<file path="config.mk">
export PLATFORM = sky130hd
export DESIGN_NAME = card_dealer
export DESIGN_NICKNAME = d
export VERILOG_FILES = /design/src/rtl/card_pkg.sv /design/src/rtl/card_decode.sv /design/src/rtl/card_dealer.sv
export SDC_FILE = /design/constraint.sdc
export NUM_CORES = 1
export LEC_CHECK = 0
export ABC_CLOCK_PERIOD_IN_PS = 3000
export BUFFER_PORTS_ARGS = -buffer_cell sky130_fd_sc_hd__buf_2
export CAP_MARGIN = 20
export CORE_MARGIN = 2
export CORE_UTILIZATION = 39
export DETAILED_ROUTE_END_ITERATION = 16
export GPL_ROUTABILITY_DRIVEN = 0
export REMOVE_ABC_BUFFERS = 1
export SYNTH_ARGS = -nofsm -noshare
export SYNTH_HDL_FRONTEND = slang
export SYNTH_SLANG_ARGS = --single-unit
export TNS_END_PERCENT = 10
</file>
<file path="constraint.sdc">
create_clock -name clk -period 3 [get_ports clk]
set_input_delay 0.45 -clock clk [delete_from_list [all_inputs] [get_ports clk]]
set_output_delay 0.45 -clock clk [all_outputs]
set_load 0.005 [all_outputs]
</file>
<file path="src/rtl/card_pkg.sv">
// Shared types and constants for the card dealer datapath.
package card_pkg;

    localparam int DECK_SIZE = 52;
    localparam int RANKS     = 13;

    typedef logic [5:0] card_idx_t;
    typedef logic [1:0] suit_t;
    typedef logic [3:0] rank_t;

    typedef enum logic [1:0] {
        ST_IDLE,
        ST_PROBE,
        ST_CLEAR
    } state_t;

    // Fold a 6-bit random value (0..63) into the deck range 0..51.
    // Values 52..63 map to 0..11, a small bias that is accepted.
    function automatic card_idx_t reduce_rand(input logic [5:0] r);
        return (r >= 6'(DECK_SIZE)) ? r - 6'(DECK_SIZE) : r;
    endfunction

endpackage

</file>
<file path="src/rtl/card_decode.sv">
// Combinational decode of a card index into suit, rank and blackjack points.
module card_decode
    import card_pkg::*;
(
    input  card_idx_t idx_i,
    output suit_t     suit_o,
    output rank_t     rank_o,
    output rank_t     points_o
);

    card_idx_t base;

    // Suit by range compare instead of a divider; rank is the offset within the suit.
    always_comb begin
        suit_o = 2'd0;
        base   = 6'd0;
        if (idx_i >= 6'(3 * RANKS)) begin
            suit_o = 2'd3;
            base   = 6'(3 * RANKS);
        end else if (idx_i >= 6'(2 * RANKS)) begin
            suit_o = 2'd2;
            base   = 6'(2 * RANKS);
        end else if (idx_i >= 6'(RANKS)) begin
            suit_o = 2'd1;
            base   = 6'(RANKS);
        end
        rank_o   = 4'(idx_i - base + 6'd1);
        points_o = (rank_o > 4'd10) ? 4'd10 : rank_o;
    end

endmodule

</file>
<file path="src/rtl/card_dealer.sv">
// Deals unique cards from a single 52-card deck using a used-card mask and
// a linear probe that walks forward (with wrap) from a random start index.
module card_dealer
    import card_pkg::*;
(
    input  logic        clk,
    input  logic        rst_n,
    input  logic [31:0] randnum,
    input  logic        deal_req,
    input  logic        shuffle,
    output logic        card_valid,
    output card_idx_t   card_idx,
    output suit_t       suit,
    output rank_t       rank,
    output rank_t       points,
    output logic [5:0]  remaining,
    output logic        busy,
    output logic        deal_err
);

    state_t                 state_q, state_d;
    logic [DECK_SIZE-1:0]   used_q, used_d;
    card_idx_t              cand_q, cand_d;
    logic [5:0]             remaining_q, remaining_d;
    logic                   busy_q, busy_d;
    logic                   valid_q, valid_d;
    logic                   err_q, err_d;
    card_idx_t              idx_q, idx_d;
    suit_t                  suit_q, suit_d;
    rank_t                  rank_q, rank_d;
    rank_t                  points_q, points_d;

    suit_t                  dec_suit;
    rank_t                  dec_rank;
    rank_t                  dec_points;

    // Only the low six bits of the random word drive the start index.
    logic                   unused_rand;
    assign unused_rand = ^randnum[31:6];

    card_decode u_decode (
        .idx_i    (cand_q),
        .suit_o   (dec_suit),
        .rank_o   (dec_rank),
        .points_o (dec_points)
    );

    // Next-state, mask update and registered-output values.
    always_comb begin
        state_d     = state_q;
        used_d      = used_q;
        cand_d      = cand_q;
        remaining_d = remaining_q;
        valid_d     = 1'b0;
        err_d       = 1'b0;
        idx_d       = idx_q;
        suit_d      = suit_q;
        rank_d      = rank_q;
        points_d    = points_q;

        case (state_q)
            ST_IDLE: begin
                if (shuffle) begin
                    state_d = ST_CLEAR;
                end else if (deal_req) begin
                    if (remaining_q == 6'd0) begin
                        err_d = 1'b1;
                    end else begin
                        cand_d  = reduce_rand(randnum[5:0]);
                        state_d = ST_PROBE;
                    end
                end
            end
            ST_PROBE: begin
                // A shuffle abandons the search; the mask is wiped by CLEAR.
                if (shuffle) begin
                    state_d = ST_CLEAR;
                end else if (!used_q[cand_q]) begin
                    used_d[cand_q] = 1'b1;
                    remaining_d    = remaining_q - 6'd1;
                    valid_d        = 1'b1;
                    idx_d          = cand_q;
                    suit_d         = dec_suit;
                    rank_d         = dec_rank;
                    points_d       = dec_points;
                    state_d        = ST_IDLE;
                end else begin
                    cand_d = (cand_q == 6'(DECK_SIZE - 1)) ? 6'd0 : cand_q + 6'd1;
                end
            end
            ST_CLEAR: begin
                used_d      = '0;
                remaining_d = 6'(DECK_SIZE);
                state_d     = ST_IDLE;
            end
            default: begin
                state_d = ST_IDLE;
            end
        endcase

        busy_d = (state_d != ST_IDLE);
    end

    // State, mask and output registers with synchronous active-low reset.
    always_ff @(posedge clk) begin
        if (!rst_n) begin
            state_q     <= ST_IDLE;
            used_q      <= '0;
            cand_q      <= '0;
            remaining_q <= 6'(DECK_SIZE);
            busy_q      <= 1'b0;
            valid_q     <= 1'b0;
            err_q       <= 1'b0;
            idx_q       <= '0;
            suit_q      <= '0;
            rank_q      <= '0;
            points_q    <= '0;
        end else begin
            state_q     <= state_d;
            used_q      <= used_d;
            cand_q      <= cand_d;
            remaining_q <= remaining_d;
            busy_q      <= busy_d;
            valid_q     <= valid_d;
            err_q       <= err_d;
            idx_q       <= idx_d;
            suit_q      <= suit_d;
            rank_q      <= rank_d;
            points_q    <= points_d;
        end
    end

    assign card_valid = valid_q;
    assign card_idx   = idx_q;
    assign suit       = suit_q;
    assign rank       = rank_q;
    assign points     = points_q;
    assign remaining  = remaining_q;
    assign busy       = busy_q;
    assign deal_err   = err_q;

endmodule
</file>
==> metrics.md <==
| Metric | Value |
|---|---|
| Slew margin rel. | `51.0%` |
| WL final | `10.4 mm` |
| Delay of the slowest cell on the worst path | `0.50 ns` |
| Status | `finished clean` |
| Max Transition Viols Final | `0` |
| WHS | `0.414 ns` |
| Crit Path Class | `reg2reg` |
| Core area | `10200 sq um` |
| Cell accounting for the most synthesized area | `dfxtp_1` |
| Power density over cell area | `480 nW/um^2` |
| Total power draw | `2270 uW` |
| Post-Syn Area | `4080 sq um` |
| IO Count | `61` |
| Clk pin slew, worst setup/hold paths | `0.08 ns` |
| Synth Register Bits | `85` |
| Ys flop type | `dfxtp_1` |
| DP HPWL | `7.21 mm` |
| Critical path buffers and inverters | `2` |
| WP data required | `3.30 ns` |
| Chip height | `106 microns` |
| Final nets | `540` |
| Clock period minus worst slack | `2.78 ns` |
| Drt via density | `5.61` |
| Top delay family on crit path | `compound AO/OA/AOI/OAI gates` |
| Largest net degree at the start of global routing | `38` |
| P_leak | `0.00184 uW` |
| Post-CTS Setup Bufs | `0` |
| WL/cell | `16.3 microns` |
| CP arrival | `3.08 ns` |
| Hold Buf Count CTS | `0` |
| H-tree level count | `3` |
| Setup violators final | `0` |
| Antenna violations before repair | `0` |
| Site Rows | `37` |
| Chip width | `106 microns` |
| CP max FO | `37` |
| CTS Buffer Depth | `2` |
| Hold WC Path Type | `in2reg` |
| CP cell instances | `buf_4 -> mux2_2 -> o221ai_1 -> o21ai_2 -> a2111oi_4 -> and2_2 -> buf_12 -> and3_1 -> o21a_1` |
| Crit-path slowest cell | `dfxtp_1` |
| Peak VDD IR | `246 uV` |
| CTS tree | `built` |
| Unrepaired setup endpoints after global routing | `no` |
| Least-Margin Pin Slew | `0.732 ns` |
| Yosys cell types | `66` |
| Final hold vios | `0` |
| DR iter-0 viols | `252` |
| Vias in the first global route | `3374` |
| Syn. warnings | `0` |
| Residual DRC | `0` |
| Final worst path period share | `92.6%` |
| Buffers added on ports | `34` |
| Synth top area share | `41.7%` |
| Element type at the critical path start | `flop` |
| Total CTS buffers | `9` |
| Post-synthesis average cell area | `8.98 sq um` |
| Area Growth Syn to Fin | `15.8%` |
| Root buf cell | `clkbuf_8` |
| Clk_lat worst skew | `0.36 ns` |
| Synth Instances | `454` |
| Gr ovfl total | `0` |
| Post-synthesis sequential area ratio | `41.7%` |
| Layout cells sized above 1 | `21.9%` |
| Routed vias | `3558` |
| Async S/R FF share, synth | `0%` |
| Final Skew | `0.0130 ns` |
| CTS resizes | `0` |
| Antenna viol nets, final | `0` |
| Die Area | `11300 sq um` |
| Setup crit end kind | `flop` |
| Synth area leaders | `dfxtp_1 42%, nor2_1 6.3%, a31oi_1 4.6%` |
| Clock sink count | `85` |
| Fmax achieved | `360 MHz` |
| Initial Util | `39.8%` |
| First-pass GRT wire length | `17.1 mm` |
| Max-cap check violation count | `0` |
| Number of synthesized flops with an enable pin | `0` |
| GRT Util Overall | `19.0%` |
| Fill count | `1009` |
| DR pass1 iterations | `5` |
| Antenna Cells | `0` |
==> cell families (layout without fill, tap and decap cells) <==
kind of cell,count (synthesis),after routing,share of synthesized area [%]
AND/OR/NAND/NOR,169,169,20.0
AO/OA/AOI/OAI,114,114,21.2
flip-flops,85,85,41.7
buffers and inverters,49,93,5.68
multiplexers,18,18,6.29
XOR/XNOR,10,10,2.15
adder cells (fa/ha/maj),9,9,2.95
==> layout by cell type (no fill, tap or decap), drive strengths merged, types with 9 or more instances in the layout <==
cell type   n
dfxtp      85
a21oi      22
nor3       15
a32o        9
a31oi      30
buf        63
o21a       10
nand2      45
inv        16
clkbuf     12
nor2       69
a22o       10
==> metrics by stage <==
step	cell area, sq um	setup TNS (ns)	util [%]	instances	worst slack, ns
2_1_floorplan	3910	-32.66	-	421	-0.680
3_3_place_gp	4510	0	44.1	620	0.192
3_5_place_dp	4510	0	44.1	620	0.114
4_1_cts	4710	0	46.0	634	0.0796
5_1_grt	4720	0	46.1	634	0.00786
6_report	4720	0	46.1	634	0.223
==> worst register-to-register path, stage by stage, from the launching register on <==
cell       delay (ns)
dfxtp_1          0.50
buf_4            0.23
mux2_2           0.34
o221ai_1         0.26
o21ai_2          0.14
a2111oi_4        0.41
and2_2           0.33
buf_12           0.23
and3_1           0.20
o21a_1           0.10
==> synth_stat cells (9+ instances only) <==
library cell  count
a22o_1           10
nand2_1          45
nor2_1           68
a32o_1            9
clkbuf_1         14
buf_2            12
inv_1            15
nor3_1           12
dfxtp_1          85
o21a_1           10
a21oi_1          20
a31oi_1          30
==> path summary, 6_finish.rpt <==
check	slack [ns]	cells past startpoint	from	to
worst max-delay path	0.22	9	cand_q[2]	used_q[3]
worst min-delay path	0.41	3	rst_n	deal_err
worst max register to register	0.22	9	cand_q[2]	used_q[3]
worst min register to register	0.45	2	points[2]	points[2]
==> registers in the layout, indices dropped and copies added (netlist names) <==
register,cells
busy,1
cand_q,6
card_idx,6
card_valid,1
deal_err,1
points,4
rank,4
remaining,6
state_q,2
suit,2
used_q,52
==> cell type report <==
class / instances / area (sq um) / area share [%]
multi-input cells: 320 / 2160 / 45.8
flip-flops and latches: 85 / 1700 / 36.1
repair buffers: 63 / 425 / 9.01
well taps: 136 / 170 / 3.61
clock buffers: 12 / 135 / 2.86
inverters: 16 / 62.6 / 1.33
clock inverters: 2 / 60.1 / 1.27
==> power by group <==
part	total (uW)	internal, uW	leakage (uW)	switching [uW]
logic	258	96.6	0.00106	161
clock network	852	462	0.0000965	390
registers	1160	1140	0.000687	16.6
==> metal layers <==
layer / routed length (microns) / GRT usage [%]
met5: 0 / 0
met4: 87 / 4.98
met3: 603 / 3.68
met2: 4900 / 31.2
met1: 4760 / 25.6
Note: power is estimated with default switching activity, not from simulation.
